File: config.mk
export PLATFORM = sky130hd
export DESIGN_NAME = blink_sched
export DESIGN_NICKNAME = d
export VERILOG_FILES = /design/src/rtl/blink_sched_pkg.sv /design/src/rtl/blink_sched_phase_timer.sv /design/src/rtl/blink_sched.sv
export SDC_FILE = /design/constraint.sdc
export NUM_CORES = 1
export LEC_CHECK = 0
export CORE_ASPECT_RATIO = 0.6
export CORE_UTILIZATION = 48
export CTS_CLUSTER_DIAMETER = 100
export DETAILED_ROUTE_END_ITERATION = 10
export GPL_TIMING_DRIVEN = 0
export PLACE_DENSITY = 0.79
export SETUP_SLACK_MARGIN = 0.05
export SKIP_CTS_REPAIR_TIMING = 1
export SYNTH_ARGS = -nofsm -noshare
export SYNTH_HDL_FRONTEND = slang
export SYNTH_SLANG_ARGS = --single-unit
File: constraint.sdc
create_clock -name clk -period 1.85 [get_ports clk]
set_input_delay 0.4625 -clock clk [delete_from_list [all_inputs] [get_ports clk]]
set_output_delay 0.4625 -clock clk [all_outputs]
set_load 0.02 [all_outputs]
File: src/rtl/blink_sched_pkg.sv
// rtl/blink_sched_pkg.sv - shared types and helpers for the LED burst scheduler
package blink_sched_pkg;

    typedef enum logic [1:0] {IDLE, ON, OFF, GAP} state_t;

    localparam int MAX_NREQ = 8;

    function automatic int phase_len(input int cbits);
        return 1 << cbits;
    endfunction

    // First set request after 'last', wrapping modulo n; returns 'last' if none.
    function automatic int rr_pick(input logic [MAX_NREQ-1:0] r, input int last, input int n);
        int pick;
        int idx;
        pick = last;
        for (int k = n; k >= 1; k--) begin
            idx = (last + k) % n;
            if (r[idx[2:0]]) pick = idx;
        end
        return pick;
    endfunction

endpackage

File: src/rtl/blink_sched_phase_timer.sv
// rtl/blink_sched_phase_timer.sv - free-running phase counter with expiry flags
module phase_timer #(
    parameter int CBITS = 13
) (
    input  logic clk,
    input  logic rst,
    input  logic clr,
    input  logic en,
    output logic expire,
    output logic near
);

    localparam logic [CBITS-1:0] ALL_ONES = '1;
    localparam logic [CBITS-1:0] PENULT   = ALL_ONES - CBITS'(1);

    logic [CBITS-1:0] cnt;

    always_ff @(posedge clk or posedge rst) begin
        if (rst)
            cnt <= '0;
        else if (clr)
            cnt <= '0;
        else if (en)
            cnt <= cnt + CBITS'(1);
    end

    // near lets the owner register a pulse that lands on the final count
    assign expire = (cnt == ALL_ONES);
    assign near   = (cnt == PENULT);

endmodule

File: src/rtl/blink_sched.sv
// rtl/blink_sched.sv - round-robin scheduler sharing one LED blinker
module blink_sched
    import blink_sched_pkg::*;
#(
    parameter int NREQ       = 4,
    parameter int CBITS      = 13,
    parameter int NBITS      = 4,
    parameter int GAP_PHASES = 2
) (
    input  logic                     clk,
    input  logic                     rst,
    input  logic [NREQ-1:0]          req,
    input  logic [NREQ*NBITS-1:0]    req_cnt,
    output logic [NREQ-1:0]          grant,
    output logic [$clog2(NREQ)-1:0]  owner,
    output logic                     busy,
    output logic                     led,
    output logic [NREQ-1:0]          done
);

    localparam int OW = $clog2(NREQ);
    localparam int GW = $clog2(GAP_PHASES + 1);

    state_t               state;
    logic [NBITS-1:0]     remaining;
    logic [GW-1:0]        gap_cnt;
    logic                 expire;
    logic                 near;
    logic [MAX_NREQ-1:0]  req_ext;
    logic [OW-1:0]        pick;
    logic [NBITS-1:0]     pick_cnt;
    logic                 gap_last;

    always_comb begin
        req_ext = '0;
        req_ext[NREQ-1:0] = req;
    end

    assign pick     = OW'(rr_pick(req_ext, int'(owner), NREQ));
    assign pick_cnt = req_cnt[pick*NBITS +: NBITS];
    assign gap_last = (gap_cnt == GW'(GAP_PHASES - 1));

    // Held clear in IDLE; later phase boundaries rely on the natural wrap at expiry.
    phase_timer #(.CBITS(CBITS)) u_timer (
        .clk    (clk),
        .rst    (rst),
        .clr    (state == IDLE),
        .en     (1'b1),
        .expire (expire),
        .near   (near)
    );

    always_ff @(posedge clk or posedge rst) begin
        if (rst) begin
            state     <= IDLE;
            led       <= 1'b0;
            grant     <= '0;
            done      <= '0;
            busy      <= 1'b0;
            owner     <= OW'(NREQ - 1);
            remaining <= '0;
            gap_cnt   <= '0;
        end else begin
            done <= '0;
            case (state)
                IDLE: begin
                    if (|req) begin
                        owner     <= pick;
                        remaining <= pick_cnt;
                        grant     <= NREQ'(1) << pick;
                        busy      <= 1'b1;
                        gap_cnt   <= '0;
                        if (pick_cnt != '0) begin
                            state <= ON;
                            led   <= 1'b1;
                        end else begin
                            state <= GAP;
                            led   <= 1'b0;
                        end
                    end
                end
                ON: begin
                    if (expire) begin
                        state <= OFF;
                        led   <= 1'b0;
                    end
                end
                OFF: begin
                    if (expire) begin
                        remaining <= remaining - NBITS'(1);
                        if (remaining != NBITS'(1)) begin
                            state <= ON;
                            led   <= 1'b1;
                        end else begin
                            state   <= GAP;
                            gap_cnt <= '0;
                        end
                    end
                end
                GAP: begin
                    if (near && gap_last)
                        done <= grant;
                    if (expire) begin
                        if (gap_last) begin
                            state <= IDLE;
                            grant <= '0;
                            busy  <= 1'b0;
                        end else begin
                            gap_cnt <= gap_cnt + GW'(1);
                        end
                    end
                end
                default: state <= IDLE;
            endcase
        end
    end

endmodule

* Word-level counts from Yosys, hierarchy flattened
Cells that the tools add are included.
** Storage, ports and cells
- Flip-flop bits (word level) :: 33
- Word-level logic and storage cells :: 105
** Cells by class
- Eq/ne operators :: 15
- Mux-type cells :: 46
- Magnitude comparators :: 4
- Bitwise gates (word level) :: 4
- Shift operators :: 2
- Reductions and logical operators :: 18
- Add/sub/neg operators :: 7
** Operators by type and width (count)
- 2-bit two-way mux :: 16
- 4-bit two-way mux :: 7
- 13-bit equality test (second input constant) :: 2
- 3-bit by 4-bit < comparator with 1-bit output (second input constant) :: 4
- 2-bit != test (second input constant) :: 8
- 4-bit one-hot mux with 2 select lines :: 2
- 16-bit by 5-bit variable part select with 4-bit output :: 1
- 13-bit by 1-bit adder with 13-bit output (second input constant) :: 1
- 13-bit two-way mux :: 1
- 1-bit binary-select mux with 3-bit select :: 4
- 1-bit two-way mux :: 12
- 5-bit AND reduction :: 2
- 2-bit one-hot mux with 4 select lines :: 1
- 2-bit OR reduction :: 4
- 2-bit by 1-bit adder with 2-bit output (second input constant) :: 3
- 2-bit one-hot mux with 3 select lines :: 1
- 6-bit AND reduction :: 1
- 3-bit nonzero test :: 2
- 2-bit adder (second input constant) :: 2
- 1-bit bitwise AND (first input constant) :: 4
- 2-bit by 1-bit equality test with 1-bit output (second input constant) :: 2
- 2-bit equality test (second input constant) :: 2
- 4-bit by 1-bit != test with 1-bit output (second input constant) :: 1
- 4-bit AND reduction :: 1
- other kinds (11) :: 12

* Longest topological paths before layout
Gate-level depths: netlist of the first run.
- Depth after elaboration :: 14
- Gate-level depth with buffers :: 8
- Depth with buffers taken out :: 8

* By module
From an unflattened synthesis of the first run, not the netlist that was laid out.
** Unflattened totals
- Cell total of the unflattened synthesis :: 213
- Area, all modules :: 2038.2 µm²
** By module, submodules not included
- blink_sched :: instances 1, cells each 139, area an instance 1322.5 µm²
- phase_timer :: instances 1, cells each 74, area an instance 715.7 µm²

* Worst setup path before layout of the first run
OpenSTA, ideal clock, no wires.
- Path type :: register to register
- Start point :: register owner[1]
- End point :: register led
- Clock period less this slack :: 2.102 ns
- Setup slack :: -0.252 ns
- Data arrival time :: 1.967 ns
- Library setup time :: 0.135 ns
- Data required time :: 1.715 ns
- Cell stages (with the launch flop) :: 9
- Path through :: dfstp_2 buf_6 nand3b_1 a31oi_4 buf_6 mux2i_1 mux2i_1 o41ai_1 nand3_1
** Between the ends
- Word-level cells in the longest chain between the ends :: 14
- Elaborated cells between the ends (all ways) :: 29
- Classes of those cells :: add/sub (4); shift (1); mux (15); bitwise (4); reduce/logical (5)
** Ends and longest elaborated chain
- start: declaration :: RTL line blink_sched.sv:15 : output logic [$clog2(NREQ)-1:0] owner,
- start signal: assignment :: RTL line blink_sched.sv:60 : owner <= OW'(NREQ - 1);
- start signal: assignment :: RTL line blink_sched.sv:68 : owner <= pick;
- 2-bit by 1-bit adder with 2-bit output :: RTL line blink_sched_pkg.sv:18 : idx = (last + k) % n;
- 2-bit OR reduction (no line)
- 1-bit bitwise AND (no line)
- 1-bit binary-select mux with 3-bit select :: RTL line blink_sched_pkg.sv:19 : if (r[idx[2:0]]) pick = idx;
- 1-bit two-way mux (implied by the code) :: RTL line blink_sched_pkg.sv:19
- 2-bit two-way mux (3 in series) :: RTL line blink_sched_pkg.sv:19
- 2-bit two-way mux (*) :: RTL line blink_sched_pkg.sv:19
- 16-bit by 5-bit variable part select with 4-bit output (*) :: RTL line blink_sched.sv:40 : assign pick_cnt = req_cnt[pick*NBITS +: NBITS];
- 4-bit nonzero test (*) :: RTL line blink_sched.sv:73 : if (pick_cnt != '0) begin
- 1-bit two-way mux (*) :: RTL line blink_sched.sv:73
- 1-bit two-way mux (*) :: RTL line blink_sched.sv:67 : if (|req) begin
- 1-bit one-hot mux with 3 select lines (*) :: RTL line blink_sched.sv:65 : case (state)
- end signal: assignment :: RTL line blink_sched.sv:75 : led <= 1'b1;
- end signal: assignment :: RTL line blink_sched.sv:78 : led <= 1'b0;
- end signal: assignment :: RTL line blink_sched.sv:85 : led <= 1'b0;
- end: declaration :: RTL line blink_sched.sv:17 : output logic led,
Every way passes the cells marked *; elsewhere a longest branch is shown, timed or not. The select of a mux whose other input is x is not followed.
A chain may end at the register's enable or synchronous reset.

* Worst setup path in the final report of the first run
- Start point :: register owner[1]
- End point :: register state[1]
** Between the ends
- Word-level cells in the longest chain between the ends :: 14
- Elaborated cells between the ends (all ways) :: 29
- Classes of those cells :: add/sub (4); shift (1); mux (15); bitwise (4); reduce/logical (5)
** Ends and longest elaborated chain
- 2-bit by 1-bit adder with 2-bit output :: RTL line blink_sched_pkg.sv:18
- 2-bit OR reduction (no line)
- 1-bit bitwise AND (no line)
- 1-bit binary-select mux with 3-bit select :: RTL line blink_sched_pkg.sv:19
- 1-bit two-way mux (implied by the code) :: RTL line blink_sched_pkg.sv:19
- 2-bit two-way mux (3 in series) :: RTL line blink_sched_pkg.sv:19
- 2-bit two-way mux (*) :: RTL line blink_sched_pkg.sv:19
- 16-bit by 5-bit variable part select with 4-bit output (*) :: RTL line blink_sched.sv:40
- 4-bit nonzero test (*) :: RTL line blink_sched.sv:73
- 2-bit two-way mux (*) :: RTL line blink_sched.sv:73
- 2-bit two-way mux (*) :: RTL line blink_sched.sv:67
- 2-bit one-hot mux with 4 select lines (*) :: RTL line blink_sched.sv:65
- end signal: assignment :: RTL line blink_sched.sv:74 : state <= ON;
- end signal: assignment :: RTL line blink_sched.sv:77 : state <= GAP;
- end signal: assignment :: RTL line blink_sched.sv:84 : state <= OFF;
- end: declaration :: RTL line blink_sched.sv:24 : state_t state;
Marked as above.

==> impl_summary.txt, run 1 <==
----------------------------------------------------
[Timing]
  Final worst-path setup slack ... -0.4309 ns
  Minimum period implied by the final worst setup slack ... roughly 2.3 ns
  Clock skew ... 0.007041 ns
  Final period utilization ... 1.233
  Final-report hold violation count ... 0
  Tightest slew margin relative to the limit ... 0.5535
  Transition time at the pin with the least slew margin ... between 0.6 and 0.7 ns
  RSZ-0062 raised after global routing ... true
  Sum of negative setup slack ... -1.455 ns
  Number of endpoints failing setup at the final stage ... 6
  Maximum clock frequency ... roughly 440 MHz
  Count of pins over their slew limit ... 0
  Worst hold slack ... ~0.49 ns

[Critical path]
  Worst EP arrival ... 2.49 ns
  Number of buffers and inverters on the critical path ... 2
  Type of the setup path with the least slack ... reg -> reg
  Flop2flop setup slack ... -0.43 ns
  Worst-case reg-to-reg path depth ... 8
  FF-to-FF End ... state[1]
  Origin of the critical flop-to-flop path ... owner[1]
  Largest incremental delay on the critical path ... 0.54 ns
  Required time worst endpoint ... a little over 2 ns
  Setup crit end kind ... register
  Cell with the largest stage delay on the worst path ... sky130_fd_sc_hd__dfstp_2
  CP startpoint kind ... register
  Maximum fanout along the worst path ... 8
  Launch point of the worst path ... owner[1]
  Cells traversed along the worst timing path ... buf_6 > nand3b_1 > a31oi_4 > buf_8 > mux2i_1 > mux2i_2 > o41ai_2 > a22o_1
  Cell family with most CP delay ... compound AO/OA/AOI/OAI gates

[Synth]
  Number of storage elements in the synthesis netlist ... 33
  Biggest area contributors in the synthesized netlist ... sky130_fd_sc_hd__dfrtp_1, sky130_fd_sc_hd__mux2i_1, sky130_fd_sc_hd__ha_1, sky130_fd_sc_hd__nor2_1, sky130_fd_sc_hd__nand2_1
  Number of flops mapped to enable cells by yosys ... 0
  Sequential element share of the synthesized area ... 0.4185
  Synth async-reset ratio ... 1.000
  Mean post-synth cell area ... between 9 and 10 um2
  Cell count after synthesis ... roughly 210
  Top-count cell post-synth ... sky130_fd_sc_hd__dfrtp_1
  Total standard cell area after synthesis ... 1979 um2
  Share of Yosys cell area claimed by the top area cell type ... 0.3919
  Distinct cell type count after synthesis ... 45
  Leading post-synthesis cells by instance count ... sky130_fd_sc_hd__dfrtp_1, sky130_fd_sc_hd__nor2_1, sky130_fd_sc_hd__nand2_1
  Commonest register cell after synthesis ... sky130_fd_sc_hd__dfrtp_1
  Synth Net Count ... 240
  Syn. warnings ... 0
  Cell accounting for the most synthesized area ... sky130_fd_sc_hd__dfrtp_1

[Floorplanning]
  CORE AREA ... about 3800 um2
  Chip height ... between 50 and 60 um
  DIE AREA ... ~4400 um2
  Row count ... 17
  Boundary Pins ... 34
  Effective utilization at floorplan ... 0.5199
  Die Span X ... approximately 85 um

[Detailed routing]
  Via count ... 1700
  Final wirelength ... approximately 4900 um
  First-pass DRT Iterations ... 8
  Residual DRC count ... 3
  Number of nets with antenna violations after routing ... 0
  Ratio of routed vias to standard cells ... roughly 5.4
  Drt first-iter violations ... between 100 and 150
  Detailed-route wire length per cell ... 15.74 um

[Cells and area]
  Final core utilization ... 0.7575
  Summed area of non-filler cells in the final layout ... 2884 um2
  Area growth from synthesis to layout ... 45.70%
  Count of antenna diodes in the layout ... 0
  Count of placed standard cells in the final layout, fillers left out ... 313
  Net count, final ... 297
  Share of cells above drive strength 1 ... 0.2669

[Placed design]
  Placed cell count ... about 290
  HPWL Detailed ... 3086 um
  Placed inst area ... around 2400 um2
  Weighted congestion at the end of routability-driven global placement ... 0.8124
  # port buffers ... 33

[Clock network]
  Maximum buffer depth of the clock tree ... 2
  TritonCTS clock tree ... built
  Clk root buf ... sky130_fd_sc_hd__clkbuf_8
  Clock edge transition at the registers on the reported setup and hold paths ... 0.08 ns
  Sink Count ... 33
  Clock buffers created by TritonCTS ... 5
  H-Tree Depth ... 2
  Clock latency of the later-clocked register in the worst-skew pair ... around 0.28 ns

[Power]
  Leakage component of the power ... between 1 and 1.5 nW
  Power density relative to cell area ... around 560 nW/um2
  Peak ir drop on the vdd network ... 0.0005104 V

[Global route]
  Via count of the first global-routing pass ... approximately 1500
  Leftover overflow at the end of global routing ... 0
  Largest net degree at the start of global routing ... 34
  Initial antenna violation count ... 0
  Wire length of the first global-routing pass ... between 7000 and 8000 um
  Total Routing Usage GR ... 0.2124

[Run]
  Reported max-cap violation count ... 0

[Run status]
  Outcome ... finished with violations
  Failing checks ... DRC, setup timing

[Worst hold path]
  Type of the tightest min-delay check ... in -> async

----------------------------------------------------
## layout by cell type, fill, tap and decap left out, types with 2 or more instances in the layout
master	n
sky130_fd_sc_hd__dfrtp_1	27
sky130_fd_sc_hd__clkdlybuf4s50_1	27
sky130_fd_sc_hd__nor2_1	23
sky130_fd_sc_hd__nand2_1	19
sky130_fd_sc_hd__buf_4	17
sky130_fd_sc_hd__inv_1	13
sky130_fd_sc_hd__mux2i_4	9
sky130_fd_sc_hd__nand3_1	9
sky130_fd_sc_hd__ha_1	9
sky130_fd_sc_hd__xor2_1	8
sky130_fd_sc_hd__dlymetal6s2s_1	6
sky130_fd_sc_hd__nand2b_1	5
sky130_fd_sc_hd__o21ai_0	5
sky130_fd_sc_hd__a21oi_1	5
sky130_fd_sc_hd__nor4_1	5
sky130_fd_sc_hd__clkbuf_8	5
sky130_fd_sc_hd__o21ai_1	4
sky130_fd_sc_hd__dfrtp_2	4
sky130_fd_sc_hd__mux2i_1	3
sky130_fd_sc_hd__o22ai_1	3
sky130_fd_sc_hd__clkbuf_2	2
sky130_fd_sc_hd__buf_6	2
sky130_fd_sc_hd__nor3_2	2
sky130_fd_sc_hd__a21oi_4	2
sky130_fd_sc_hd__nor2b_1	2
sky130_fd_sc_hd__a21o_1	2
sky130_fd_sc_hd__mux2i_2	2
sky130_fd_sc_hd__o41ai_2	2
sky130_fd_sc_hd__nor3_1	2
sky130_fd_sc_hd__nand4_1	2
sky130_fd_sc_hd__xnor2_1	2
sky130_fd_sc_hd__mux2_2	2
sky130_fd_sc_hd__a211oi_2	2
sky130_fd_sc_hd__dfstp_2	2
## area by class of cell
class	instances	area, um2
Fill cell	238	923.4
Timing Repair Buffer	51	504.2
Buffer	6	47.55
Inverter	14	52.55
Clock inverter	3	46.29
Clock buffer	5	68.82
Multi-Input combinational cell	154	1272
Tap cell	47	58.81
Sequential cell	33	833.3
## through the flow
step	power (mW)	worst slack (ns)
after floorplan	0.8060	-0.2062
after global placement	0.8706	-0.8044
after detailed placement	0.8721	-0.7743
after CTS	1.553	-0.4934
after global routing	1.691	-0.5087
final	1.627	-0.4309
## sequential cells by signal (all words and copies together), names as in the netlist
register,count
gap_cnt,2
owner,2
u_timer.cnt,13
grant,4
remaining,4
state,2
led,1
done,4
busy,1
## worst max path at each step
stage,to,depth (start not counted)
6_report,state[1],8
4_1_cts,state[1],8
5_1_grt,state[1],8
3_5_place_dp,state[1],8
2_1_floorplan,led,8
3_3_place_gp,state[1],8
## power breakdown
part           total, mW  internal (mW)  switching (mW)
combinational      0.217          0.119          0.0988
clock              0.682          0.403           0.279
sequential         0.728          0.725         0.00286
total               1.63           1.25           0.381
## routing by layer
metal	wire (um)	global-route usage	vias to the layer above	part of all wire
met5	0	0	-	0
met4	12	0.04520	0	0.0024
met3	226	0.04921	2	0.046
met2	2258	0.3022	44	0.46
met1	2430	0.3266	817	0.49
li1	-	-	837	-
## kinds of logic (layout without fill, tap and decap cells)
logic type,count (synthesis),count (layout),share of synthesized area
flops,33,33,0.4185
xor+xnor,10,10,0.04425
fa+ha+maj,10,10,0.06321
compound gates,34,34,0.1195
buf+inv,21,79,0.04930
simple gates,84,84,0.2231
mux,16,16,0.08217
(Power assumes the default switching activity.)
==> run 2, diff against run 1 <==
CORE_MARGIN = 2   (was default)
SETUP_SLACK_MARGIN = default   (was 0.05)
==> run 2 against run 1 <==
The flow finishes with violations (setup timing). Global-route usage down 1.8 points. Final area shrank 1.3%. Routed wire length down 5.1%. Combinational power is 5% higher. Critical path type unchanged. Count of clock-buffer cells in the layout grew 1. Critical endpoint is now led. Highest routed layer unchanged. Die area grew 6.3%.
==> impl_summary.txt, run 2 (synthesized netlist as in run 1, its figures left out) <==
----------------------------------------------------
[Run status]
  Outcome ... finished with violations
  Failing checks ... setup timing

[Timing]
  Count of pins over their slew limit ... 0
  Minimum period implied by the final worst setup slack ... ~2.2 ns
  Sum of negative setup slack ... -1.427 ns
  Final worst-path setup slack ... -0.3122 ns
  Clock skew ... around 0.0037 ns
  RSZ-0062 raised after global routing ... true
  Maximum clock frequency ... 462.5 MHz
  Final-report hold violation count ... 0
  Number of endpoints failing setup at the final stage ... 7
  Tightest slew margin relative to the limit ... 0.5398
  Transition time at the pin with the least slew margin ... between 0.6 and 0.7 ns
  Final period utilization ... 1.169

[Placed design]
  Placed cell count ... 291
  HPWL Detailed ... 3028 um
  Post-Place Setup Slack ... -0.7662 ns
  # port buffers ... 33
  Weighted congestion at the end of routability-driven global placement ... 0.7762

[Global route]
  Via count of the first global-routing pass ... between 1000 and 1500
  GRT met1 Usage ... 0.2991
  Total Routing Usage GR ... 0.1940
  Initial antenna violation count ... 0
  Busiest grt layer ... met1
  Leftover overflow at the end of global routing ... 0
  Met3 routing resource usage after global routing ... 0.05061
  Largest net degree at the start of global routing ... 34
  GR Util met2 ... 0.2595
  Wire length of the first global-routing pass ... 6741 um

[Detailed routing]
  Via count ... between 1500 and 2000
  Ratio of routed vias to standard cells ... approximately 5.5
  First-pass DRT Iterations ... 4
  Drt first-iter violations ... between 90 and 100
  Residual DRC count ... 0
  Detailed-route wire length per cell ... 15.00 um
  Number of nets with antenna violations after routing ... 0
  Final wirelength ... 4679 um

[Floorplanning]
  Row count ... 18
  DIE AREA ... around 4700 um2
  Effective utilization at floorplan ... 0.4910
  Chip height ... 53.74 um
  Die Span X ... ~87 um
  Boundary Pins ... 34
  CORE AREA ... ~4000 um2

[Cells and area]
  Area growth from synthesis to layout ... 43.87%
  Net count, final ... between 200 and 300
  Commonest non-fill, non-tap cells in the layout ... sky130_fd_sc_hd__dfrtp_1, sky130_fd_sc_hd__clkdlybuf4s50_1, sky130_fd_sc_hd__nor2_1, sky130_fd_sc_hd__nand2_1, sky130_fd_sc_hd__inv_1
  Count of antenna diodes in the layout ... 0
  Register containing the most flip-flops in the final layout ... u_timer.cnt
  Flip-flop count of the largest register after layout ... 13
  Share of cells above drive strength 1 ... 0.2710
  Count of placed standard cells in the final layout, fillers left out ... approximately 310

[Critical path]
  CP startpoint kind ... register
  Origin of the critical flop-to-flop path ... owner[1]
  Setup crit end kind ... register
  FF-to-FF End ... led
  Worst EP arrival ... between 2 and 2.5 ns
  Launch point of the worst path ... owner[1]
  Type of the setup path with the least slack ... reg -> reg
  Worst-case reg-to-reg path depth ... 8
  Flop2flop setup slack ... -0.31 ns
  Required time worst endpoint ... between 2 and 2.5 ns
  Critical path destination ... led
  Maximum fanout along the worst path ... 8

[Clock network]
  Sink Count ... 33
  Clock buffers created by TritonCTS ... 5
  Clock edge transition at the registers on the reported setup and hold paths ... about 0.070 ns
  Clock latency of the later-clocked register in the worst-skew pair ... slightly below 0.3 ns
  Maximum buffer depth of the clock tree ... 2
  H-Tree Depth ... 2
  Clk root buf ... sky130_fd_sc_hd__clkbuf_8
  TritonCTS clock tree ... built

[Power]
  Leakage component of the power ... between 1 and 1.5 nW
  Power density relative to cell area ... ~520 nW/um2
  Peak ir drop on the vdd network ... 0.0004007 V

[Worst hold path]
  Type of the tightest min-delay check ... in -> async

[Run]
  Reported max-cap violation count ... 0

----------------------------------------------------
-- run 2: area by class of cell --
cell class | instances | area (um2)
timing repair buffer | 46 | 483.0
buffer | 6 | 47.55
tap | 50 | 62.56
multi-input combinational | 155 | 1286
inverter | 14 | 52.55
fill | 281 | 1184
clock buffer | 6 | 72.57
sequential | 33 | 833.3
clock inverter | 2 | 10.01
-- run 2: metal layers --
layer / share of wire / vias to the layer above
met5: 0 / -
met3: 0.051 / 4
met2: 0.46 / 41
met4: 0.0085 / 0
li1: - / 832
met1: 0.48 / 839
-- run 2: how the worst min path moves through the flow --
stage / end / cells past startpoint / slack (ns) / start
2_1_floorplan: u_timer.cnt[0] / 1 / 0.48 / u_timer.cnt[0]
3_3_place_gp: led / 2 / 0.48 / led
3_5_place_dp: led / 2 / 0.49 / led
6_report: u_timer.cnt[0] / 2 / 0.50 / rst
5_1_grt: u_timer.cnt[0] / 2 / 0.54 / rst
4_1_cts: led / 2 / 0.50 / led
-- run 2: metrics by stage --
| step | power [mW] | hold slack (ns) | instance area, um2 | utilization |
|---|---|---|---|---|
| 2_1_floorplan | 0.8056 | 0.4751 | 1979 | - |
| 3_3_place_gp | 0.8694 | 0.4763 | 2372 | 0.5885 |
| 3_5_place_dp | 0.8721 | 0.4885 | 2372 | 0.5885 |
| 4_1_cts | 1.399 | 0.5030 | 2455 | 0.6089 |
| 5_1_grt | 1.542 | 0.5419 | 2848 | 0.7064 |
| 6_report | 1.480 | 0.4996 | 2848 | 0.7064 |
-- run 2: critical path: stages (launching register included) --
cell                       delay, ns
sky130_fd_sc_hd__dfstp_2        0.54
sky130_fd_sc_hd__buf_6          0.12
sky130_fd_sc_hd__nand3b_1       0.13
sky130_fd_sc_hd__a31oi_4        0.24
sky130_fd_sc_hd__buf_8          0.18
sky130_fd_sc_hd__mux2i_2        0.27
sky130_fd_sc_hd__mux2i_4        0.13
sky130_fd_sc_hd__o41ai_2        0.30
sky130_fd_sc_hd__nand3_1        0.11
-- run 2: where the power goes --
group	switching [mW]	internal (mW)
Clock	0.263	0.260
Sequential	0.00302	0.725
Combinational	0.102	0.126
Total	0.369	1.11
==> run 3, diff against run 2 <==
PLACE_DENSITY = default   (was 0.79)
PLACE_DENSITY_LB_ADDON = 0.25   (was default)
==> run 3 against run 2 <==
Combinational power down 17%. Largest power group unchanged. Routed wire length decreased by 1.9%. First-iteration DRC count rose by 11%. Utilization fell by 3.0 points. Clock power grew 33%. Global-route usage increased by 0.41 points. Sequential power barely moved. Fmax decreased by 3.2%. Critical endpoint is now state[1]. Sequential share of layout area grew 1.2 points. Clock skew up 0.0024 ns. Via count is 3.4% lower. The flow still finishes with violations (setup timing).
==> impl_summary.txt, run 3 (synthesized netlist as in run 1, its figures left out) <==
----------------------------------------------------
[Clock network]
  H-Tree Depth ... 2
  Sink Count ... 33
  Clk root buf ... sky130_fd_sc_hd__clkbuf_8
  Maximum buffer depth of the clock tree ... 2
  Clock buffers created by TritonCTS ... 5
  Clock latency of the later-clocked register in the worst-skew pair ... approximately 0.28 ns
  Clock edge transition at the registers on the reported setup and hold paths ... 0.07 ns
  TritonCTS clock tree ... built

[Floorplanning]
  Chip height ... 53.74 um
  Row count ... 18
  Effective utilization at floorplan ... 0.4910
  Boundary Pins ... 34
  DIE AREA ... between 4000 and 5000 um2
  Die Span X ... between 80 and 90 um
  CORE AREA ... just over 4000 um2

[Power]
  Sw Ratio ... 0.2135
  Leakage component of the power ... approximately 1.2 nW
  Internal Dissipation ... about 1.3 mW
  Share of total power in sequential cells ... 0.452
  Clock power share ... 0.431
  Power density relative to cell area ... roughly 590 nW/um2
  Switching Power ... 344.1 uW
  Peak ir drop on the vdd network ... approximately 0.00043 V
  Gate power share ... 0.117

[Critical path]
  FF-to-FF End ... state[1]
  Worst-case reg-to-reg path depth ... 8
  Required time worst endpoint ... approximately 2.1 ns
  Worst EP arrival ... approximately 2.5 ns
  Flop2flop setup slack ... -0.37 ns
  Type of the setup path with the least slack ... in -> reg
  Setup crit end kind ... register
  Maximum fanout along the worst path ... 6
  Origin of the critical flop-to-flop path ... owner[1]
  CP startpoint kind ... primary input

[Cells and area]
  Register containing the most flip-flops in the final layout ... u_timer.cnt
  Area growth from synthesis to layout ... 37.67%
  Most common cell after layout, fill and taps aside ... sky130_fd_sc_hd__dfrtp_1
  Net count, final ... between 200 and 300
  Share of cells above drive strength 1 ... 0.2077
  Commonest non-fill, non-tap cells in the layout ... sky130_fd_sc_hd__dfrtp_1, sky130_fd_sc_hd__clkdlybuf4s50_1, sky130_fd_sc_hd__nor2_1, sky130_fd_sc_hd__nand2_1, sky130_fd_sc_hd__inv_1
  Flip-flop count of the largest register after layout ... 13
  Count of antenna diodes in the layout ... 0
  Final-layout fill cell count ... between 300 and 400

[Timing]
  Count of pins over their slew limit ... 0
  Clock skew ... 0.006149 ns
  RSZ-0062 raised after global routing ... true
  Number of endpoints failing setup at the final stage ... 9
  Final worst-path setup slack ... -0.3837 ns
  Tightest slew margin relative to the limit ... 0.6073
  Final-report hold violation count ... 0
  Transition time at the pin with the least slew margin ... between 0.5 and 0.6 ns
  Final period utilization ... 1.207
  Maximum clock frequency ... roughly 450 MHz
  Minimum period implied by the final worst setup slack ... approximately 2.2 ns
  Worst hold slack ... 0.4767 ns

[Global route]
  Initial antenna violation count ... 0
  Wire length of the first global-routing pass ... roughly 7000 um
  Total Routing Usage GR ... 0.1981
  Leftover overflow at the end of global routing ... 0
  Largest net degree at the start of global routing ... 34
  Via count of the first global-routing pass ... 1489

[Placed design]
  Post-Place Setup Slack ... -0.7663 ns
  Weighted congestion at the end of routability-driven global placement ... 0.7941
  HPWL Detailed ... roughly 3000 um
  # port buffers ... 33

[Worst hold path]
  Type of the tightest min-delay check ... in -> async

[Run status]
  Failing checks ... setup timing
  Outcome ... finished with violations

[Run]
  Reported max-cap violation count ... 0

[Detailed routing]
  Number of nets with antenna violations after routing ... 0
  Ratio of routed vias to standard cells ... between 5 and 6
  Drt first-iter violations ... between 100 and 150
  Residual DRC count ... 0
  Detailed-route wire length per cell ... 14.80 um
  Final wirelength ... roughly 4600 um
  Via count ... between 1500 and 2000
  First-pass DRT Iterations ... 4

----------------------------------------------------
[run 3: changes by cell type in the layout (fill, tap and decap cells not counted), moves of 3 or more]
cell and delta:
sky130_fd_sc_hd__mux2i_4 -5, sky130_fd_sc_hd__mux2i_1 +4, sky130_fd_sc_hd__dfrtp_1 +3, sky130_fd_sc_hd__dfrtp_2 -3, sky130_fd_sc_hd__o21ai_0 +3
[run 3: worst max-delay path, cell delays in order]
cell and delay [ns]:
sky130_fd_sc_hd__clkdlybuf4s50_1 0.54, sky130_fd_sc_hd__nor3_1 0.11, sky130_fd_sc_hd__a31oi_4 0.22, sky130_fd_sc_hd__buf_6 0.20, sky130_fd_sc_hd__mux2i_1 0.26, sky130_fd_sc_hd__mux2i_2 0.18, sky130_fd_sc_hd__o41ai_2 0.32, sky130_fd_sc_hd__a22o_1 0.17
[run 3: power groups by stage]
stage	Clock, mW	Sequential [mW]	Combinational (mW)
floorplan	0	0.742	0.0633
global route	0.743	0.728	0.202
global placement	0	0.741	0.130
detailed placement	0	0.741	0.132
finish	0.695	0.728	0.189
CTS	0.710	0.728	0.132
[run 3: cell type report]
type                            instances  area [um2]  area share
Multi-Input combinational cell        154        1165      0.4275
Sequential cell                        33       829.5      0.3044
Timing Repair Buffer                   45       456.7      0.1676
Clock buffer                            7       86.33     0.03168
Tap cell                               50       62.56     0.02296
Inverter                               14       52.55     0.01928
Buffer                                  6       42.54     0.01561
Clock inverter                          1       30.03     0.01102
[run 3: through the flow]
stage | power [mW] | cell area, um2 | util | TNS, ns | std cells
finish | 1.612 | 2725 | 0.6760 | -2.234 | 310
global route | 1.674 | 2725 | 0.6760 | -3.395 | 310
CTS | 1.570 | 2489 | 0.6173 | -3.816 | 299
detailed placement | 0.8727 | 2372 | 0.5885 | -11.06 | 291
global placement | 0.8709 | 2372 | 0.5885 | -9.887 | 291
floorplan | 0.8056 | 1979 | - | -0.4670 | 208
[run 3: per-layer routing]
metal | GRT usage | wire length, um
met2 | 0.2774 | 1968
met1 | 0.2996 | 2428
met4 | 0.05469 | 27
met3 | 0.05215 | 164
met5 | 0 | 0
[run 3: worst max path at each step]
stage / start / endpoint / slack [ns] / cells past startpoint
floorplan: owner[1] / led / -0.21 / 8
global placement: req[1] / state[1] / -0.74 / 8
detailed placement: req[3] / state[1] / -0.77 / 8
CTS: req[3] / state[1] / -0.46 / 8
global route: owner[1] / led / -0.49 / 8
finish: req[2] / state[1] / -0.38 / 8
